`config.mk`:
```
export PLATFORM = sky130hd
export DESIGN_NAME = if_fetch_stage
export DESIGN_NICKNAME = d
export VERILOG_FILES = /design/src/rtl/if_fetch_stage_pkg.sv /design/src/rtl/if_skid_reg.sv /design/src/rtl/if_fetch_stage.sv
export SDC_FILE = /design/constraint.sdc
export NUM_CORES = 1
export LEC_CHECK = 0
export ABC_AREA = 0
export CAP_MARGIN = 30
export CORE_ASPECT_RATIO = 0.8
export CORE_MARGIN = 2
export CORE_UTILIZATION = 40
export CTS_BUF_LIST = sky130_fd_sc_hd__clkbuf_4 sky130_fd_sc_hd__clkbuf_8
export CTS_CLUSTER_SIZE = 8
export DETAILED_ROUTE_END_ITERATION = 16
export GPL_ROUTABILITY_DRIVEN = 0
export PLACE_DENSITY_LB_ADDON = 0.15
export SLEW_MARGIN = 10
export SYNTH_ARGS = -nofsm -noshare
export SYNTH_HDL_FRONTEND = slang
export SYNTH_SLANG_ARGS = --single-unit
export TNS_END_PERCENT = 20
```
`constraint.sdc`:
```
create_clock -name clk -period 6.4 [get_ports clk]
set_clock_uncertainty 0.05 [all_clocks]
set_input_delay 1.28 -clock clk [delete_from_list [all_inputs] [get_ports clk]]
set_output_delay 1.28 -clock clk [all_outputs]
set_load 0.005 [all_outputs]
```
`src/rtl/if_fetch_stage_pkg.sv`:
```
// Shared definitions for the instruction-fetch stage and its neighbours.
//   fetch_state_e    : fetch FSM encoding (IDLE, REQ, DROP)
//   PC_W_DEFAULT     : default program-counter / address width
//   INST_W_DEFAULT   : default instruction width
//   RESET_PC_DEFAULT : PC after reset, also used by decode/branch logic
//   PC_INC_DEFAULT   : sequential increment for word-addressed memory
package if_fetch_stage_pkg;

  localparam int          PC_W_DEFAULT     = 32;
  localparam int          INST_W_DEFAULT   = 22;
  localparam logic [31:0] RESET_PC_DEFAULT = 32'h0000_0000;
  localparam logic [31:0] PC_INC_DEFAULT   = 32'h0000_0001;

  typedef enum logic [1:0] {
    IDLE = 2'd0,
    REQ  = 2'd1,
    DROP = 2'd2
  } fetch_state_e;

endpackage

```
`src/rtl/if_skid_reg.sv`:
```
// One-entry {pc, inst, valid} holding register.
//   clk, rst_n      : clock, asynchronous active-low reset
//   clear           : empty the entry (wins over load and drain)
//   load            : capture load_pc/load_inst and mark valid
//   drain           : entry has been moved downstream; mark empty
//   pc, inst, valid : held entry
module if_skid_reg
  import if_fetch_stage_pkg::*;
#(
  parameter int PC_W   = PC_W_DEFAULT,
  parameter int INST_W = INST_W_DEFAULT
) (
  input  logic              clk,
  input  logic              rst_n,
  input  logic              clear,
  input  logic              load,
  input  logic              drain,
  input  logic [PC_W-1:0]   load_pc,
  input  logic [INST_W-1:0] load_inst,
  output logic [PC_W-1:0]   pc,
  output logic [INST_W-1:0] inst,
  output logic              valid
);

  always_ff @(posedge clk or negedge rst_n) begin
    if (!rst_n) begin
      pc    <= '0;
      inst  <= '0;
      valid <= 1'b0;
    end else if (clear) begin
      valid <= 1'b0;
    end else if (load) begin
      pc    <= load_pc;
      inst  <= load_inst;
      valid <= 1'b1;
    end else if (drain) begin
      valid <= 1'b0;
    end
  end

endmodule

```
`src/rtl/if_fetch_stage.sv`:
```
// Instruction-fetch stage feeding the IF/ID buffer.
//   clk, rst_n              : clock, asynchronous active-low reset
//   stall                   : hazard unit holds the presented instruction
//   redirect, redirect_pc   : taken branch/jump, flush and refetch at target
//   imem_req/addr/ack/rdata : req/ack instruction-memory read port
//   pc_out, inst_out        : presented instruction and its PC
//   inst_valid              : presented instruction is valid
module if_fetch_stage
  import if_fetch_stage_pkg::*;
#(
  parameter int              PC_W     = PC_W_DEFAULT,
  parameter int              INST_W   = INST_W_DEFAULT,
  parameter logic [PC_W-1:0] RESET_PC = PC_W'(RESET_PC_DEFAULT),
  parameter logic [PC_W-1:0] PC_INC   = PC_W'(PC_INC_DEFAULT)
) (
  input  logic              clk,
  input  logic              rst_n,
  input  logic              stall,
  input  logic              redirect,
  input  logic [PC_W-1:0]   redirect_pc,
  output logic              imem_req,
  output logic [PC_W-1:0]   imem_addr,
  input  logic              imem_ack,
  input  logic [INST_W-1:0] imem_rdata,
  output logic [PC_W-1:0]   pc_out,
  output logic [INST_W-1:0] inst_out,
  output logic              inst_valid
);

  fetch_state_e      state_reg;
  logic [PC_W-1:0]   pc_reg;
  logic [PC_W-1:0]   pc_inc;
  logic              skid_valid;
  logic [PC_W-1:0]   skid_pc;
  logic [INST_W-1:0] skid_inst;

  logic consume;
  logic drain;
  logic ack_in_req;
  logic ack_to_out;
  logic ack_to_skid;
  logic skid_empty_next;

  assign consume     = inst_valid && !stall && !redirect;
  assign drain       = consume && skid_valid;
  // Only a live REQ read delivers data; DROP acks and redirect-cycle acks are discarded.
  assign ack_in_req  = (state_reg == REQ) && imem_ack && !redirect;
  assign ack_to_out  = ack_in_req && (!inst_valid || consume);
  assign ack_to_skid = ack_in_req && !ack_to_out;
  // Skid occupancy after this edge; lets IDLE restart fetching in the drain cycle.
  assign skid_empty_next = (!skid_valid || drain) && !ack_to_skid;
  // Wraps modulo 2^PC_W by construction.
  assign pc_inc = pc_reg + PC_INC;

  if_skid_reg #(
    .PC_W   (PC_W),
    .INST_W (INST_W)
  ) u_skid (
    .clk       (clk),
    .rst_n     (rst_n),
    .clear     (redirect),
    .load      (ack_to_skid),
    .drain     (drain),
    .load_pc   (imem_addr),
    .load_inst (imem_rdata),
    .pc        (skid_pc),
    .inst      (skid_inst),
    .valid     (skid_valid)
  );

  // Output register: redirect flushes, skid has priority over fresh data so
  // program order is kept; pc/inst stay stale whenever nothing is loaded.
  always_ff @(posedge clk or negedge rst_n) begin
    if (!rst_n) begin
      pc_out     <= '0;
      inst_out   <= '0;
      inst_valid <= 1'b0;
    end else if (redirect) begin
      inst_valid <= 1'b0;
    end else if (drain) begin
      pc_out     <= skid_pc;
      inst_out   <= skid_inst;
      inst_valid <= 1'b1;
    end else if (ack_to_out) begin
      pc_out     <= imem_addr;
      inst_out   <= imem_rdata;
      inst_valid <= 1'b1;
    end else if (consume) begin
      inst_valid <= 1'b0;
    end
  end

  // Fetch FSM with registered request outputs.
  always_ff @(posedge clk or negedge rst_n) begin
    if (!rst_n) begin
      state_reg <= IDLE;
      pc_reg    <= RESET_PC;
      imem_req  <= 1'b0;
      imem_addr <= '0;
    end else begin
      case (state_reg)
        IDLE: begin
          if (redirect) begin
            pc_reg    <= redirect_pc;
            imem_addr <= redirect_pc;
            imem_req  <= 1'b1;
            state_reg <= REQ;
          end else if (skid_empty_next) begin
            imem_addr <= pc_reg;
            imem_req  <= 1'b1;
            state_reg <= REQ;
          end
        end
        REQ: begin
          if (redirect) begin
            pc_reg <= redirect_pc;
            if (imem_ack) begin
              // Old read finished this cycle, so the new one can start at once.
              imem_addr <= redirect_pc;
            end else begin
              // Read still in flight: keep req/addr stable and swallow its ack.
              state_reg <= DROP;
            end
          end else if (imem_ack) begin
            pc_reg <= pc_inc;
            if (skid_empty_next) begin
              imem_addr <= pc_inc;
            end else begin
              imem_req  <= 1'b0;
              state_reg <= IDLE;
            end
          end
        end
        DROP: begin
          if (redirect) begin
            pc_reg <= redirect_pc;
          end
          if (imem_ack) begin
            if (redirect) begin
              imem_addr <= redirect_pc;
              state_reg <= REQ;
            end else if (skid_empty_next) begin
              imem_addr <= pc_reg;
              state_reg <= REQ;
            end else begin
              imem_req  <= 1'b0;
              state_reg <= IDLE;
            end
          end
        end
        default: begin
          imem_req  <= 1'b0;
          state_reg <= IDLE;
        end
      endcase
    end
  end

endmodule
```
==> results.md <==
- Status: completed
- Total power: 5.18 mW
- WP data arrival: 3450 ps
- Fin. Hold Viols: 0
- # placed instances: 1,324
- Crit-path cells: clkdlybuf4s50_1 > and4b_1 > nand2_2 > buf_4 > mux2_2
- Power per cell area: 458 nW/µm²
- Post-Syn Instances: 938
- Number of antenna violations at the first check in global routing: 0
- RSZ-0062 raised after global routing: no
- Worst skew pair latency: 470 ps
- ANT cells: 0
- Syn avg cell area: 9.80 µm²
- Synth area leader: dfrtp_1
- Die X: 173 µm
- Buffers on Ports: 146
- Clock Pin Slew Worst Setup and Hold Paths: 100 ps
- CP peak stage delay: 540 ps
- Flops & latches, synth: 177
- Seq/Total Area, Yosys: 0.482
- Top cell type's share of synthesized area: 0.482
- Clk buf depth: 2
- EDFF count, synth: 0
- Area of the die: 24,200 µm²
- Critical path launch point type: input pin
- Min cycle time layout: 3150 ps
- Setup Buffers After CTS: 0
- Relative slew slack: 0.341
- Number of remaining DRC errors: 0
- Post-Layout Cell Count: 1,359
- Worst slew pin tran: 986 ps
- Via count: 7,419
- Commonest cells after routing, fill and taps aside: 177 x dfrtp_1, 144 x clkdlybuf4s50_1, 123 x nand2_1, 108 x o21ai_0, 63 x mux2i_1
- Syn_nets: 1,002
- First-pass GRT wire length: 39.7 mm
- Static leakage: 4.63 nW
- Starting Density: 0.408
- Largest net degree at the start of global routing: 109
- H-tree depth: 4
- Core Area: 22,500 µm²
- Setup TNS: 0 ps
- Dpl ws: 2680 ps
- Period utilization: 0.492
- Slowest CP cell: clkdlybuf4s50_1
- Pre-antenna DRT Iters: 5
- Starting DRT DRC Count: 637
- Slew Viols, Final: 0
- Critical Path Sink Type: flip-flop
- Area Growth Syn to Fin: 23.0%
- Layout net count: 1,104
- DP HPWL: 16.9 mm
- Worst IR Drop VDD: 0.152 mV
- Post-synthesis cell type count: 60
- Tot GR Track Use: 0.207
- Max Cap Viol: 0
- Mapped cell area: 9190 µm²
- Cts-stage hold buffer count: 0
- GR Overflow Total: 0
- Cts repair resizes: 0
- Vias in the first global route: 6,769
- Hold Path Class: flip-flop to flip-flop
- WP buf/inv: 2
- Synthesis Warnings: 0
- CP Max Fanout: 31
- Clock buffer count from CTS: 17
- Crit Path Class: input pin to flip-flop
- CTS tree: done
- Final wirelength: 24.7 mm
- Routed len/inst: 18.2 µm
- Layout cell share with drive strength beyond 1: 0.118
- Row Count: 49
- Delay-heaviest family, CP: buffers and inverters
- CTS sink cnt: 177
- Synth area leaders: dfrtp_1 48%, mux2_2 7.1%, mux2i_1 6.9%, o21ai_0 5.9%, nand2_1 5.1%
- Final WS setup: 3250 ps
- Fmax achieved: 318 MHz
- Commonest non-fill, non-tap cell in the layout: dfrtp_1
- I/O Pins: 147
- Cell chosen for the clock root: clkbuf_8
- Worst EP required: 6700 ps
- Async SR Flop Fraction: 1.00
- Final core utilization: 0.503
- Cell area after layout: 11,300 µm²
- Setup Viol. Count Final: 0
- Antenna Nets Post-Route: 0
- Vias per std cell: 5.46
- Vert. Die Dim: 140 µm
- Most used DFF post-synth: dfrtp_1
- Placed Area: 10,800 µm²
- Hold WS: 436 ps
-- logic make-up after synthesis --
family	Yosys count	share of synthesized area
AOI/OAI and AO/OA	242	0.157
xor gates and xnor gates	18	0.0172
adders and majority gates	5	0.00681
buffers and inverters	90	0.0402
DFF	177	0.482
muxes	121	0.140
and+or+nand+nor	285	0.157
-- cell usage after synthesis, drive strengths merged, types with 10 or more instances --
master and n:
a21oi 49, a2bb2oi 11, and3 10, buf 25, clkbuf 52, dfrtp 177
inv 13, mux2 58, mux2i 63, nand2 124, nand3 35, nand4 29
nor2 33, nor3 11, nor4 10, o21ai 108, o22ai 12, o31ai 12
-- final cells by class --
type	instances	area (µm²)
Sequential cell	177	4430
Clock inverter	15	171
Timing Repair Buffer	160	1610
Tap cell	306	383
Clock buffer	17	234
Inverter	13	48.8
Multi-Input combinational cell	671	4440
Fill cell	2158	11200
-- report_power, final --
group / switching [mW] / internal [mW]
clock: 0.483 / 0.296
sequential: 0.512 / 1.63
combinational: 1.11 / 1.15
total: 2.10 / 3.07
-- path summary, 6_finish.rpt --
path	slack [ps]	endpoint	from	depth (start not counted)
max	3250	u_skid.pc[18]	imem_ack	5
max in group asynchronous	4270	pc_out[23]	rst_n	2
min reg2reg	440	pc_out[15]	pc_out[15]	2
min in group asynchronous	760	inst_out[0]	rst_n	1
max reg2reg	3280	imem_addr[10]	state_reg[1]	8
min	440	pc_out[15]	pc_out[15]	2
-- routing by layer --
metal  GRT usage  wire length [µm]  vias to the layer above
li1            -                 -                     3596
met1       0.328             12600                     3568
met2       0.287             10300                      242
met3      0.0434              1510                       13
met4      0.0468               252                        0
met5           0                 0                        -
-- worst reg2reg max path: cells and delay by family, from the launching register on --
family / cells / cell delay, ps
fa+ha+maj: 1 / 650
xor+xnor: 1 / 150
buf+inv: 3 / 840
compound gates: 1 / 160
flops: 1 / 480
simple gates: 2 / 700
(Power assumes the default switching activity.)
